### src/rtl/dmem_pkg.sv
// Shared types and widths for the M-stage data-memory responder.
package dmem_pkg;

    localparam int unsigned WORD_W = 32;

    typedef enum logic [1:0] {
        IDLE,
        BUSY,
        DONE
    } dmem_state_t;

endpackage

### src/rtl/dmem_array.sv
// Single-port word storage: synchronous write, combinational read of the same index.
module dmem_array
    import dmem_pkg::*;
#(
    parameter int unsigned DEPTH = 64,
    localparam int unsigned AW = $clog2(DEPTH)
) (
    input  logic              clk,
    input  logic              we,
    input  logic [AW-1:0]     idx,
    input  logic [WORD_W-1:0] wd,
    output logic [WORD_W-1:0] rd
);

    logic [WORD_W-1:0] mem [DEPTH];

    // Contents deliberately have no reset; software sees whatever was last stored.
    always_ff @(posedge clk) begin
        if (we) begin
            mem[idx] <= wd;
        end
    end

    assign rd = mem[idx];

endmodule

### src/rtl/dmem_responder.sv
// M-stage data-memory responder with WAIT extra cycles per access and a stall to the hazard unit.
// Optional misaligned-access detection is enabled with DMEM_ALIGN_CHECK_EN.
module dmem_responder
    import dmem_pkg::*;
#(
    parameter int unsigned DEPTH = 64,
    parameter int unsigned WAIT  = 2
) (
    input  logic              clk,
    input  logic              reset,
    input  logic              memreadM,
    input  logic              memwriteM,
    input  logic [WORD_W-1:0] aluoutM,
    input  logic [WORD_W-1:0] writedataM,
    output logic [WORD_W-1:0] readdataM,
    output logic              stallM,
    output logic              errM
);

    localparam int unsigned AW = $clog2(DEPTH);

    logic              req;
    logic              reqMis;
    logic [AW-1:0]     reqIdx;
    logic              arrWe;
    logic [AW-1:0]     arrIdx;
    logic [WORD_W-1:0] arrWd;
    logic [WORD_W-1:0] arrRd;
    logic              unusedAddr;

    assign req        = memreadM | memwriteM;
    assign reqIdx     = aluoutM[AW+1:2];
    assign unusedAddr = ^{aluoutM[WORD_W-1:AW+2], aluoutM[1:0]};

`ifdef DMEM_ALIGN_CHECK_EN
    assign reqMis = |aluoutM[1:0];
`else
    assign reqMis = 1'b0;
`endif

    dmem_array #(.DEPTH(DEPTH)) uArray (
        .clk (clk),
        .we  (arrWe),
        .idx (arrIdx),
        .wd  (arrWd),
        .rd  (arrRd)
    );

    generate
        if (WAIT == 0) begin : gZeroWait
            // Zero-wait memory: read is combinational, store lands on the closing edge.
            assign arrWe     = memwriteM & ~reqMis;
            assign arrIdx    = reqIdx;
            assign arrWd     = writedataM;
            assign readdataM = reqMis ? '0 : arrRd;
            assign stallM    = 1'b0;
            assign errM      = req & reqMis & ~reset;
        end else begin : gWaitFsm
            localparam int unsigned CW = (WAIT > 1) ? $clog2(WAIT) : 1;

            dmem_state_t       state, stateNext;
            logic [CW-1:0]     cnt, cntNext;
            logic [AW-1:0]     idxCap, idxNext;
            logic [WORD_W-1:0] wdCap, wdNext;
            logic              storeCap, storeNext;
            logic              misCap, misNext;
            logic [WORD_W-1:0] rdReg, rdNext;
            logic              errReg, errNext;

            always_ff @(posedge clk or posedge reset) begin
                if (reset) begin
                    state    <= IDLE;
                    cnt      <= '0;
                    idxCap   <= '0;
                    wdCap    <= '0;
                    storeCap <= 1'b0;
                    misCap   <= 1'b0;
                    rdReg    <= '0;
                    errReg   <= 1'b0;
                end else begin
                    state    <= stateNext;
                    cnt      <= cntNext;
                    idxCap   <= idxNext;
                    wdCap    <= wdNext;
                    storeCap <= storeNext;
                    misCap   <= misNext;
                    rdReg    <= rdNext;
                    errReg   <= errNext;
                end
            end

            // Only captured request fields are used once the access leaves IDLE.
            always_comb begin
                stateNext = state;
                cntNext   = cnt;
                idxNext   = idxCap;
                wdNext    = wdCap;
                storeNext = storeCap;
                misNext   = misCap;
                rdNext    = rdReg;
                errNext   = 1'b0;
                arrWe     = 1'b0;
                case (state)
                    IDLE: begin
                        if (req) begin
                            idxNext   = reqIdx;
                            wdNext    = writedataM;
                            storeNext = memwriteM;
                            misNext   = reqMis;
                            cntNext   = CW'(WAIT - 1);
                            stateNext = BUSY;
                        end
                    end
                    BUSY: begin
                        if (cnt != '0) begin
                            cntNext = cnt - CW'(1);
                        end else begin
                            stateNext = DONE;
                            errNext   = misCap;
                            if (!storeCap) begin
                                rdNext = misCap ? '0 : arrRd;
                            end
                        end
                    end
                    DONE: begin
                        arrWe     = storeCap & ~misCap;
                        stateNext = IDLE;
                    end
                    default: stateNext = IDLE;
                endcase
            end

            assign arrIdx    = idxCap;
            assign arrWd     = wdCap;
            assign readdataM = rdReg;
            assign errM      = errReg;
            // Reset gating lets the stall drop the moment reset is asserted.
            assign stallM    = req & (state != DONE) & ~reset;
        end
    endgenerate

endmodule

### config.mk
export PLATFORM = sky130hd
export DESIGN_NAME = dmem_responder
export DESIGN_NICKNAME = d
export VERILOG_FILES = /design/src/rtl/dmem_pkg.sv /design/src/rtl/dmem_array.sv /design/src/rtl/dmem_responder.sv
export SDC_FILE = /design/constraint.sdc
export NUM_CORES = 2
export LEC_CHECK = 0
export CAP_MARGIN = 20
export CORE_MARGIN = 1
export CORE_UTILIZATION = 50
export CTS_BUF_LIST = sky130_fd_sc_hd__clkbuf_16
export CTS_CLUSTER_DIAMETER = 80
export DETAILED_ROUTE_END_ITERATION = 16
export PLACE_DENSITY = 0.74
export SYNTH_ARGS = -nofsm -noshare
export SYNTH_HDL_FRONTEND = slang
export SYNTH_HIERARCHICAL = 1
export SYNTH_SLANG_ARGS = --single-unit
export TNS_END_PERCENT = 1
### constraint.sdc
create_clock -name clk -period 4 [get_ports clk]
set_input_delay 0.4 -clock clk [delete_from_list [all_inputs] [get_ports clk]]
set_output_delay 0.4 -clock clk [all_outputs]
set_load 0.005 [all_outputs]
# --- Yosys cells after proc, flatten, opt, wreduce, memory -nomap -nowiden ---
# Memory sizes are Yosys's and may differ from the RTL's. A register that Yosys moved wholly into a read port is not among the register bits.
# Index checks and enable logic that the tools add are counted.
word_totals:
  ff_bits: 42
  ram_bits: 2048
  inputBits: 68
  out_inout_bits: 34
  elab_cells: 33
  mem_count: 1
classes:
  n_addsub: 1
  eq_ne: 5
  muxes: 9
  bitwise_logic: 6
  reduce_logical: 6
memory_table:
  columns: ["name", "words", "width", "rd", "rd_ports_with_merged_regs", "wr", "line", "source"]
  rows:
  - ["uArray.mem", 64, 32, 1, 1, 1, "dmem_array.sv:15", "logic [WORD_W-1:0] mem [DEPTH];"]
ops:
  columns: ["op", "n"]
  rows:
  - ["inequality test 2 bit, second input constant", 3]
  - ["AND reduction 2 bit", 3]
  - ["two-way mux 1 bit", 5]
  - ["two-way mux 2 bit", 2]
  - ["case mux 2 bit (2 select lines)", 1]
  - ["inverter 1 bit", 3]
  - ["AND reduction 3 bit", 1]
  - ["AND 1 bit", 2]
  - ["== test 2 x 1 -> 1 bit, second input constant", 1]
  - ["== test 2 bit, second input constant", 1]
  - ["logical NOT 2 bit", 1]
  - ["case mux 1 bit (2 select lines)", 1]
  - ["nonzero test 2 bit", 1]
  - ["OR 1 bit", 1]
  - ["subtractor 1 bit, second input constant", 1]

# --- Logic depth before layout (Yosys ltp) ---
depth:
  ltp_word: 4
  mapped_depth: 14
  depth_no_buf: 7

# --- By module ---
# Netlist, hierarchy kept.
by_module_without_submodules:
  columns: ["mod", "n_inst", "cells_per_inst", "area_per_inst_um2", "seq_area_each_um2"]
  rows:
  - ["dmem_array", 1, 4207, 78287.6, 61499.0]
  - ["dmem_responder", 1, 170, 2919.0, 1851.8]

# --- Least setup slack after synthesis ---
# Ideal clock, no wire load.
synth_path:
  path_type: "reg-to-reg"
  start: "register gWaitFsm.idxCap[2], in the netlist arrIdx[2]"
  end: "memory uArray.mem[11][0] (enable)"
  setup_time_ps: 421
  arrival_ps: 3180
  required_time_ps: 3579
  path_slack_ps: 399
  path_stages_with_launch: 10
  n_path_buf: 6
  period_less_slack_ps: 3601
  path_cell_list: "dfrtp_1 -> buf_2 -> buf_2 -> buf_2 -> buf_2 -> buf_2 -> buf_2 -> nor2b_1 -> nand2_1 -> nor2_1"
synth_rtl:
  columns: ["element", "line", "source"]
  rows:
  - ["start: declaration", "dmem_responder.sv:63", "logic [AW-1:0] idxCap, idxNext;"]
  - ["start signal: assignment", "dmem_responder.sv:83", "idxCap <= idxNext;"]
  - ["end: declaration", "dmem_array.sv:15", null]
# No word-level cell before the write port.

==> flow_summary.ini <==
[route]
dr.first_iter.drc_count = 6535
postRouteWirelength_um = 209000
ant_nets = 0
routedWlPerCell_um = 30.1
vias_per_cell = 6.49
drcViolationCount = 0
vias = 45100
dr.pass1.iters = 6

[timing]
tns_ns = 0
drv_slew = 0
rsz0062_at_grt = false
setup_viol_count_final = 0
post-route-period-util = 0.923
finalHoldViolCount = 0
worstMarginPinSlew_ns = 1.17
period_minus_slack_ns = 3.69
fmax_mhz = 271
slew_headroom = 0.222
skew_ns = 0.0282

[global_routing]
first_global_vias = 44400
grt_max_degree = 92
overflow = 0
antenna_found_initial = 10
grt_usage = 0.254
grt_pass1_wl_um = 301000

[yosys]
ys.flop_type = edfxtp_1
ys_types = 64
synth-seq-area-share = 0.780
syn_nets = 4445
synth.avg_cell_area_sq_um = 18.6
synthArstFlopShare = 0.0349
synthCells = 4377
synth_edf_count = 2048
ys_warn_count = 6
syn_area_sq_um = 81200
synth_seq_cells = 2122

[place]
dp_hpwl_um = 123000
gp_congestion = 0.896
io_buffers = 74

[final_layout]
most-common-layout-cells = edfxtp_1 (2048), mux2i_1 (259), buf_4 (234), clkbuf_16 (196), mux2_2 (195)
fin_nets = 4702
final_common_cell = edfxtp_1
syn_to_final_growth_pct = 14.3
drive_above_1_share = 0.207
fillers = 11400

[floorplanning]
core-area_sq_um = 161000
dieArea_sq_um = 164000
io_pins = 102
die-height_um = 405
fp-row-count = 147
die_w_um = 405
start_util = 0.505

[pwr]
p_leak_nw = 30.3
p_total_w = 0.0691
ir_worst_vdd_mv = 0.626
power.density_nw_per_um2 = 744

[cts]
clock_latency_ns = 0.82
cts_buffer_depth = 3
cts_hold_buffers = 0
postCtsResizedCells = 0
ctsRootBufferMaster = clkbuf_16
clock-sinks = 2122
h-tree-depth = 4
cts_tree = done
numCtsBuffers = 193
post-cts-setup-buffer-count = 0
cts.clk_slew.worst_paths_ns = 0.06

[critical_path]
critical_path.cell_chain = and2_4 -> buf_12 -> a22o_1 -> o21ai_0 -> nand3_1 -> a2111oi_0 -> buf_4 -> nand3_1 -> mux2_2
criticalPathCategory = reg -> reg
required_ns = 4.69
path_max_fanout = 43
start_kind = register
path_buf_inv = 2
cpMostUsedCell = nand3_1
critPathMaxStageDelay_ns = 0.70
endpoint_kind = register
cp.arrival_ns = 4.38
timing.reg2reg.setup_slack_ns = 0.31
cpMaxStageDelayCell = dfrtp_4
critPathTopFamily = compound AO/OA/AOI/OAI gates

[worst_hold_path]
min_path_type = in -> async

[run_status]
status = finished, final reports clean

[run]
drv_cap = 0
==> through the flow <==
step,cell area [sq um],cells,setup WS (ns),hold WS (ns),util
2_1_floorplan,81200,4377,0.399,0.473,-
3_3_place_gp,86600,6588,0.437,0.491,0.538
3_5_place_dp,86600,6589,0.415,0.495,0.538
4_1_cts,92600,6946,0.420,0.142,0.575
5_1_grt,92800,6956,0.158,0.186,0.577
6_report,92800,6957,0.309,0.161,0.577
==> cell families after synthesis <==
kind of cell           after synthesis  share of synthesized area
DFF                               2122                      0.780
AOI/OAI and AO/OA                  937                     0.0846
muxes                              572                     0.0896
and+or+nand+nor                    436                     0.0282
buffers and inverters              309                     0.0175
other                                1                  0.0000462
==> state kept, by name, indices dropped and copies added (netlist names) <==
name and count:
arrWd 32, gWaitFsm.state 2, gWaitFsm.storeCap 1, readdataM 32, arrIdx 6, gWaitFsm.cnt 1, uArray/mem 2048
==> metal layers <==
layer / global-route usage / routed length, um / vias to the layer above / part of all wire
met5: 0 / 40 / - / 0.00019
met4: 0.127 / 10600 / 6 / 0.051
met2: 0.392 / 97600 / 2972 / 0.47
li1: - / - / 18600 / -
met1: 0.342 / 77000 / 23000 / 0.37
met3: 0.0571 / 24300 / 501 / 0.12
==> cell type report <==
type	count	area, sq um	area share
clock inverters	161	1040	0.0112
multi-input cells	1946	17000	0.183
repair buffers	368	3700	0.0399
well taps	2160	2700	0.0291
flip-flops and latches	2122	63400	0.683
clock buffers	196	4900	0.0529
diodes	1	2.50	0.0000270
inverters	3	21.3	0.000229
==> path summary, 6_finish.rpt <==
path,startpoint,endpoint,cells after the start
max,arrIdx[2],readdataM[12],9
min,reset,readdataM[20],2
max reg2reg,arrIdx[2],readdataM[12],9
min reg2reg,readdataM[14],readdataM[14],1
max in group asynchronous,reset,arrWd[17],3
min in group clk,writedataM[29],arrWd[29],2
==> power by group <==
group / leakage (nW) / switching [W] / internal, W
clock network: 3.08 / 0.00785 / 0.00963
logic: 7.93 / 0.0140 / 0.00785
registers: 19.3 / 0.00155 / 0.0282
==> synthesized netlist by cell type (70+ instances only) <==
| cell | n | share of area |
|---|---|---|
| mux2i_1 | 259 | 0.032 |
| mux2_2 | 195 | 0.027 |
| clkbuf_1 | 168 | 0.0078 |
| mux4_2 | 96 | 0.027 |
| o21ai_0 | 84 | 0.0052 |
| a21oi_1 | 121 | 0.0075 |
| a22oi_1 | 188 | 0.017 |
| dfrtp_1 | 74 | 0.023 |
| a221oi_1 | 175 | 0.019 |
| nor2_1 | 149 | 0.0069 |
| o22a_1 | 70 | 0.0075 |
| buf_2 | 84 | 0.0052 |
| and3_1 | 85 | 0.0065 |
| edfxtp_1 | 2048 | 0.76 |
| o22ai_1 | 93 | 0.0072 |
No activity file was read; power rests on OpenSTA's default activity.
